<file path="src/rtl/regfile_nr1w_if.sv">
// Bus bundle between the register file and its users.
//   rs_read  : per-port read request (bit i = port i)
//   rs_addr  : packed read addresses, port i at [i*AW +: AW]
//   rs_rdata : packed registered read data, port i at [i*WIDTH +: WIDTH]
//   rs_valid : per-port flag, high the cycle after a read is accepted
//   rd_write : write enable
//   rd_addr  : write address
//   rd_wdata : write data
// master = decode/writeback side, slave = register file.
interface regfile_nr1w_if #(
    parameter int WIDTH = 32,
    parameter int NREAD = 2,
    parameter int AW    = 4
);
    logic [NREAD-1:0]       rs_read;
    logic [NREAD*AW-1:0]    rs_addr;
    logic [NREAD*WIDTH-1:0] rs_rdata;
    logic [NREAD-1:0]       rs_valid;
    logic                   rd_write;
    logic [AW-1:0]          rd_addr;
    logic [WIDTH-1:0]       rd_wdata;

    modport master (
        output rs_read, rs_addr, rd_write, rd_addr, rd_wdata,
        input  rs_rdata, rs_valid
    );

    modport slave (
        input  rs_read, rs_addr, rd_write, rd_addr, rd_wdata,
        output rs_rdata, rs_valid
    );
endinterface

</file>
<file path="src/rtl/regfile_nr1w.sv">
// Parametrised register file: one shared storage array, NREAD registered
// read ports with valid flags, one write port.
// Ports:
//   clk          : clock, all state changes on rising edge
//   rst          : synchronous active-high reset, clears storage and outputs
//   vccd1, vssd1 : power pins, no logic function
//   bus          : regfile_nr1w_if slave (read ports + write port)
// Reads have one cycle of latency; idle ports hold their last data.
module regfile_nr1w #(
    parameter int  WIDTH    = 32,
    parameter int  DEPTH    = 16,
    parameter int  NREAD    = 2,
    parameter int  ZERO_REG = 1,
    parameter int  BYPASS   = 1,
    localparam int AW       = $clog2(DEPTH)
) (
    input  logic          clk,
    input  logic          rst,
    input  logic          vccd1,
    input  logic          vssd1,
    regfile_nr1w_if.slave bus
);

    // One extra bit so DEPTH itself is representable for range compares.
    localparam logic [AW:0] DEPTH_L = DEPTH[AW:0];

    logic [WIDTH-1:0]       mem_q [DEPTH];
    logic [WIDTH-1:0]       mem_d [DEPTH];
    logic [NREAD*WIDTH-1:0] rdata_q, rdata_d;
    logic [NREAD-1:0]       valid_q, valid_d;
    logic                   wr_ok;

    // Power pins are carried only for top-level hookup.
    logic unused_pwr;
    assign unused_pwr = vccd1 ^ vssd1;

    // A write lands only if in range and not aimed at a hardwired-zero entry.
    always_comb begin
        wr_ok = bus.rd_write
              && ({1'b0, bus.rd_addr} < DEPTH_L)
              && !((ZERO_REG != 0) && (bus.rd_addr == '0));
    end

    always_comb begin
        mem_d = mem_q;
        if (wr_ok) begin
            mem_d[bus.rd_addr] = bus.rd_wdata;
        end
    end

    // Read value priority: zero entry, out of range, bypass, stored contents.
    always_comb begin
        rdata_d = rdata_q;
        valid_d = bus.rs_read;
        for (int i = 0; i < NREAD; i++) begin
            if (bus.rs_read[i]) begin
                if ((ZERO_REG != 0) && (bus.rs_addr[i*AW +: AW] == '0)) begin
                    rdata_d[i*WIDTH +: WIDTH] = '0;
                end else if ({1'b0, bus.rs_addr[i*AW +: AW]} >= DEPTH_L) begin
                    rdata_d[i*WIDTH +: WIDTH] = '0;
                end else if ((BYPASS != 0) && wr_ok
                             && (bus.rd_addr == bus.rs_addr[i*AW +: AW])) begin
                    rdata_d[i*WIDTH +: WIDTH] = bus.rd_wdata;
                end else begin
                    rdata_d[i*WIDTH +: WIDTH] = mem_q[bus.rs_addr[i*AW +: AW]];
                end
            end
        end
    end

    always_ff @(posedge clk) begin
        if (rst) begin
            for (int e = 0; e < DEPTH; e++) begin
                mem_q[e] <= '0;
            end
            rdata_q <= '0;
            valid_q <= '0;
        end else begin
            mem_q   <= mem_d;
            rdata_q <= rdata_d;
            valid_q <= valid_d;
        end
    end

    assign bus.rs_rdata = rdata_q;
    assign bus.rs_valid = valid_q;

endmodule

</file>
<file path="src/flat_wrapper.sv">
// flat-port wrapper written by rule: the top's interface ports become plain ports
module regfile_nr1w_flat 
#(
    parameter int  WIDTH    = 32,
    parameter int  DEPTH    = 16,
    parameter int  NREAD    = 2,
    parameter int  ZERO_REG = 1,
    parameter int  BYPASS   = 1,
    localparam int AW       = $clog2(DEPTH)
)
  (clk, rst, vccd1, vssd1, bus_rs_read, bus_rs_addr, bus_rd_write, bus_rd_addr, bus_rd_wdata, bus_rs_rdata, bus_rs_valid);
  regfile_nr1w_if #(.WIDTH(WIDTH), .NREAD(NREAD)) bus_i ();
  input  logic clk;
  input  logic rst;
  input  logic vccd1;
  input  logic vssd1;
  input wire logic [$bits(bus_i.rs_read)-1:0] bus_rs_read;
  input wire logic [$bits(bus_i.rs_addr)-1:0] bus_rs_addr;
  input wire logic [$bits(bus_i.rd_write)-1:0] bus_rd_write;
  input wire logic [$bits(bus_i.rd_addr)-1:0] bus_rd_addr;
  input wire logic [$bits(bus_i.rd_wdata)-1:0] bus_rd_wdata;
  output wire logic [$bits(bus_i.rs_rdata)-1:0] bus_rs_rdata;
  output wire logic [$bits(bus_i.rs_valid)-1:0] bus_rs_valid;
  assign bus_i.rs_read = bus_rs_read;
  assign bus_i.rs_addr = bus_rs_addr;
  assign bus_i.rd_write = bus_rd_write;
  assign bus_i.rd_addr = bus_rd_addr;
  assign bus_i.rd_wdata = bus_rd_wdata;
  assign bus_rs_rdata = bus_i.rs_rdata;
  assign bus_rs_valid = bus_i.rs_valid;
  regfile_nr1w #(.WIDTH(WIDTH), .DEPTH(DEPTH), .NREAD(NREAD), .ZERO_REG(ZERO_REG), .BYPASS(BYPASS)) u_core (.clk(clk), .rst(rst), .vccd1(vccd1), .vssd1(vssd1), .bus(bus_i));
endmodule
</file>
<file path="config.mk">
export PLATFORM = sky130hd
export DESIGN_NAME = regfile_nr1w_flat
export DESIGN_NICKNAME = d
export VERILOG_FILES = /design/src/rtl/regfile_nr1w_if.sv /design/src/rtl/regfile_nr1w.sv /design/src/flat_wrapper.sv
export SDC_FILE = /design/constraint.sdc
export NUM_CORES = 2
export LEC_CHECK = 0
export ABC_CLOCK_PERIOD_IN_PS = 2800
export CAP_MARGIN = 20
export CORE_MARGIN = 2
export CORE_UTILIZATION = 62
export DETAILED_ROUTE_END_ITERATION = 10
export PLACE_DENSITY = 0.83
export SETUP_SLACK_MARGIN = 0.05
export SLEW_MARGIN = 15
export SYNTH_ARGS = -nofsm -noshare
export SYNTH_HDL_FRONTEND = slang
export SYNTH_SLANG_ARGS = --single-unit
</file>
<file path="constraint.sdc">
create_clock -name clk -period 2.8 [get_ports clk]
set_input_delay 0.56 -clock clk [delete_from_list [all_inputs] [get_ports clk]]
set_output_delay 0.56 -clock clk [all_outputs]
set_load 0.005 [all_outputs]
</file>
* Word level (Yosys, flattened, before mapping)
Index checks and enable logic that the tools add are counted.
** Storage, ports and cells
- Logic and storage cells :: 49
- Output and inout port bits :: 66
- Input port bits :: 51
- Register bits :: 578
** Operators by class
- Multiplexer cells :: 13
- Eq/ne operators :: 2
- Reductions and logical operators :: 8
- $lt $le $gt $ge :: 4
- Bitwise gates (word level) :: 3
** Operators with widths (count)
- 512-bit bitwise mux :: 1
- 32-bit 2-to-1 mux :: 9
- 32-bit binary-select mux with 4-bit select :: 2
- 32-bit demux with 4-bit select :: 1
- 5-bit greater-or-equal comparator, second input constant :: 3
- 4-bit inverter with 5-bit output :: 3
- 4-bit logical NOT :: 3
- 4-bit == test :: 2
- 5-bit by 1-bit less-than comparator with 1-bit output, second input constant :: 1
- 1-bit logical AND :: 4
- 1-bit logical NOT :: 1

* Depth between registers and ports, before layout
- Word-level depth :: 6
- Depth in mapped cells :: 8
- Mapped depth without buffers :: 5

* Worst setup path before layout
OpenSTA, ideal clock, no wires.
- Path type :: in2reg
- Start :: input port bus_rs_addr[2]
- End :: register u_core.rdata_q[20], in the netlist u_core.bus.rs_rdata[20]
- Data required time :: 2.669 ns
- Setup slack :: 0.437 ns
- Stages on the path :: 7
- Setup time :: 0.131 ns
- Buffers on the path :: 3
- Arrival time :: 2.232 ns
- Cell sequence :: buf_2 > buf_2 > clkbuf_1 > mux4_2 > mux2_2 > a2111oi_2 > a211oi_2
** On the way
- Cells in the longest elaborated chain, start to end :: 6
- Elaborated cells on any way between the ends :: 9
- Those cells by class :: 1 x eq/ne; 5 x mux; 1 x bitwise; 2 x reduce/logical
** Ends and longest elaborated chain
- start: declaration :: RTL line flat_wrapper.sv:18 : input wire logic [$bits(bus_i.rs_addr)-1:0] bus_rs_addr;
- 4-bit inverter with 5-bit output (not written as such) :: RTL line regfile_nr1w.sv:65 : rdata_d[i*WIDTH +: WIDTH] = mem_q[bus.rs_addr[i*AW +: AW]];
- 32-bit binary-select mux with 4-bit select :: RTL line regfile_nr1w.sv:65
- 32-bit 2-to-1 mux (not written as such) (2 in a row) :: RTL line regfile_nr1w.sv:65
- 32-bit 2-to-1 mux :: RTL line regfile_nr1w.sv:61 : end else if ((BYPASS != 0) && wr_ok
- 32-bit 2-to-1 mux * :: RTL line regfile_nr1w.sv:57 : if ((ZERO_REG != 0) && (bus.rs_addr[i*AW +: AW] == '0)) begin
- end signal: assignment :: RTL line regfile_nr1w.sv:80 : rdata_q <= rdata_d;
- end: declaration :: RTL line regfile_nr1w.sv:29 : logic [NREAD*WIDTH-1:0] rdata_q, rdata_d;
Mark *: on every way between the ends. The rest lies on a longest branch, timed or not. The select of a mux whose other input is x is not followed.
A chain may end at the register's enable or synchronous reset.

* Worst setup path after layout
- Start :: register u_core.rdata_q[34], in the netlist u_core.bus.rs_rdata[34]
- End :: output port bus_rs_rdata[34]
** RTL lines
- end: declaration :: RTL line flat_wrapper.sv:22 : output wire logic [$bits(bus_i.rs_rdata)-1:0] bus_rs_rdata;
No word-level cell between the ends.

==> flow_summary.ini <==
[floorplan]
fp.dieArea_um2 = 48800
start_util_pct = 62.7
core-area_um2 = 46500
num_rows = 79
die_h_um = 221
die_w_um = 221
io_pins = 117

[run_status]
status = complete, no violations

[detailed_routing]
avgRoutedWirePerCell_um = 26.6
routed-wl-met2_um = 45300
drt.antenna.violating_nets = 0
finalWirelength_um = 102000
drt_iter0_markers = 4237
first_pass_iters = 9
detailroute.via_count = 27000
routedLengthMet1_um = 33700
detail_route.drc_violations = 0
wl_met3_um = 15400
drt-vias-per-instance = 7.09
top_layer_used_by_detailed_routing = met4

[timing]
worst-slew-pin-transition_ns = 1.03
final.min_clock_period_ns = 2.29
setup_failing_eps_final = 0
setup_tns_ns = 0
finalMaxSlewViolations = 0
fin_skew_ns = 0.0189
grt_setup_unrepaired = false
clock.fmax_mhz = 437
finalHoldViolations = 0
crit_share_post_route_pct = 81.8
timing.max_slew.rel_slack_pct = 31.2
hold-worst-slack_ns = 0.454

[yosys]
synthArstFlopShare_pct = 0
syn_avg_cell_area_um2 = 9.16
yosysTopAreaCell = dfxtp_1
post-synth-top-area-fraction_pct = 39.7
postSynthRegisterBits = 578
number_of_enable_flip_flop_cells_after_synthesis = 0
synthesis.yosys.warnings = 0
synth_sequential_area_ratio_pct = 39.7
syn-cell-area_um2 = 29200
post_synth_most_frequent_cells = nand2_1 (979), dfxtp_1 (578), a21oi_1 (512)
synth.top_cells.by_area = dfxtp_1 (40%), mux4_2 (19%), nand2_1 (13%)
post_synth_inst_count = 3182
netlist-cell-type-count = 44
syn_nets = 3233
yosys.cell_count.top_type = nand2_1
ys_dominant_reg_cell = dfxtp_1

[place]
buffer_ports.inserted = 114
dp_cell_count = 3705
gp_congestion = 0.892
dp_hpwl_um = 60300

[clock_tree]
cts_buffers = 58
cts.sink_count = 578
cts.root.buffer_cell = clkbuf_16
postCtsResizedCells = 0
setup_fix_bufs_post_cts = 0
clock_insertion_delay_worst_skew_ns = 0.65
cts.hold.buffers_added = 0
clk_pin_slew_ns = 0.06
htree_levels = 2
max-clock-path-buffers = 3
tritoncts = done

[critical_path]
cp_slowest_stage_delay_ns = 0.63
cp-end-kind = output port
worst-setup-path-type = reg2out
worst_ep_required_time_ns = 2.24
data_arrival_time_at_the_worst_slack_endpoint_ns = 1.73
kind_of_cell_adding_the_most_delay_to_the_critical_path = buffers and inverters
critical_path.cell_chain = clkdlybuf4s50_1
cp_slowest_cell = clkdlybuf4s50_1
worst_r2r_path_depth = 4
rrSetupSlack_ns = 1.02
critical_path.startpoint_type = flip-flop
cp_num_buf_inv = 1
critical_path_depth = 1
critPathMaxFanout = 3

[power_and_ir_drop]
power_density_nw_per_um2 = 543
irDropWorstVdd_mv = 0.541
p_leak_nw = 11.1
power.total_mw = 18.1

[global_route]
groute.usage.overall_pct = 40.6
grt_pass1_vias = 26800
initial_antenna_violation_count = 4
global_route.overflow_total = 0
grt_start_max_net_pins = 100
grt_pass1_wl_um = 153000

[min_path]
hold-path-cell-count = 2
min_path_type = in2reg

[layout]
layout-area-overhead-vs-synth_pct = 14.1
n_fill_cell = 3161
final_cells = 3812
drive_gt1_share_pct = 20.2
finish.net_count = 3209

[flow_run]
maxCapViolations = 0
[power by group]
group	internal (mW)	total, mW	leakage [nW]	switching [mW]
clock network	4.60	7.97	0.959	3.37
logic	0.618	1.68	5.52	1.07
registers	8.33	8.41	4.66	0.0854
[registers in the layout (all words and copies together), names as in the netlist]
signal,count
u_core.bus.rs_rdata,64
u_core.bus.rs_valid,2
u_core.mem_q,512
[cell type report]
cell class	instances	area, µm²	share of cell area (%)
multi-input combinational	2230	16200	48.6
sequential	578	11600	34.8
timing repair buffer	258	2710	8.13
clock buffer	84	1720	5.17
tap	607	759	2.28
clock inverter	19	201	0.606
inverter	32	120	0.361
antenna	4	10.0	0.0301
[metrics by stage]
| stage | utilization, % | worst slack [ns] | cell area [µm²] |
|---|---|---|---|
| finish | 71.6 | 0.510 | 33300 |
| global route | 71.6 | 0.513 | 33300 |
| CTS | 71.6 | 0.537 | 33200 |
| detailed placement | 67.4 | 0.00209 | 31300 |
| global placement | 67.4 | 0.131 | 31300 |
| floorplan | - | 0.437 | 29200 |
[cell families (layout without fill, tap and decap cells)]
| group | count (synthesis) | after routing | synth area share [%] |
|---|---|---|---|
| buffers and inverters | 374 | 393 | 5.35 |
| flip-flops | 578 | 578 | 39.7 |
| AND/OR/NAND/NOR | 1167 | 1167 | 16.2 |
| multiplexers | 384 | 384 | 24.3 |
| AO/OA/AOI/OAI | 671 | 671 | 14.1 |
| other | 0 | 4 | 0 |
| XOR/XNOR | 8 | 8 | 0.240 |
[layer usage]
metal / track usage [%] / vias to the layer above
met4: 27.0 / 0
met5: 0 / -
met3: 11.9 / 596
met1: 50.5 / 12900
li1: - / 11100
met2: 61.7 / 2419
[cells in the final DEF (no fill, tap or decap), types with 5 or more instances in the layout]
master	Yosys	routed
nand2_1	979	979
dfxtp_1	578	578
a21oi_1	512	510
mux4_2	246	246
buf_4	10	106
clkdlybuf4s50_1	0	103
mux2i_1	70	70
nor2b_1	66	66
mux2_2	62	62
clkbuf_16	0	59
buf_12	0	39
nor2_1	49	37
inv_1	32	32
o21ai_0	31	31
o221ai_1	31	31
a221oi_1	30	30
a2111oi_2	25	25
or2_2	24	24
a211oi_1	17	17
clkbuf_8	0	15
a211oi_2	14	14
clkinv_2	0	13
nor2_4	0	12
clkbuf_1	271	10
or2_1	8	8
xor2_1	6	6
nor4_1	6	6
mux4_1	6	6
buf_6	5	6
nand3_1	9	5
a2111oi_4	5	5
[final timing paths]
kind                                          endpoint                                 start
setup / recovery                      bus_rs_rdata[34]  u_core.bus.rs_rdata[34]$_SDFFE_PP0P_
hold / removal          u_core.mem_q[124]$_SDFFE_PP0P_                                   rst
setup reg to reg  u_core.bus.rs_rdata[16]$_SDFFE_PP0P_         u_core.mem_q[16]$_SDFFE_PP0P_
hold reg to reg          u_core.mem_q[90]$_SDFFE_PP0P_         u_core.mem_q[90]$_SDFFE_PP0P_
No activity file was read; power rests on OpenSTA's default activity.
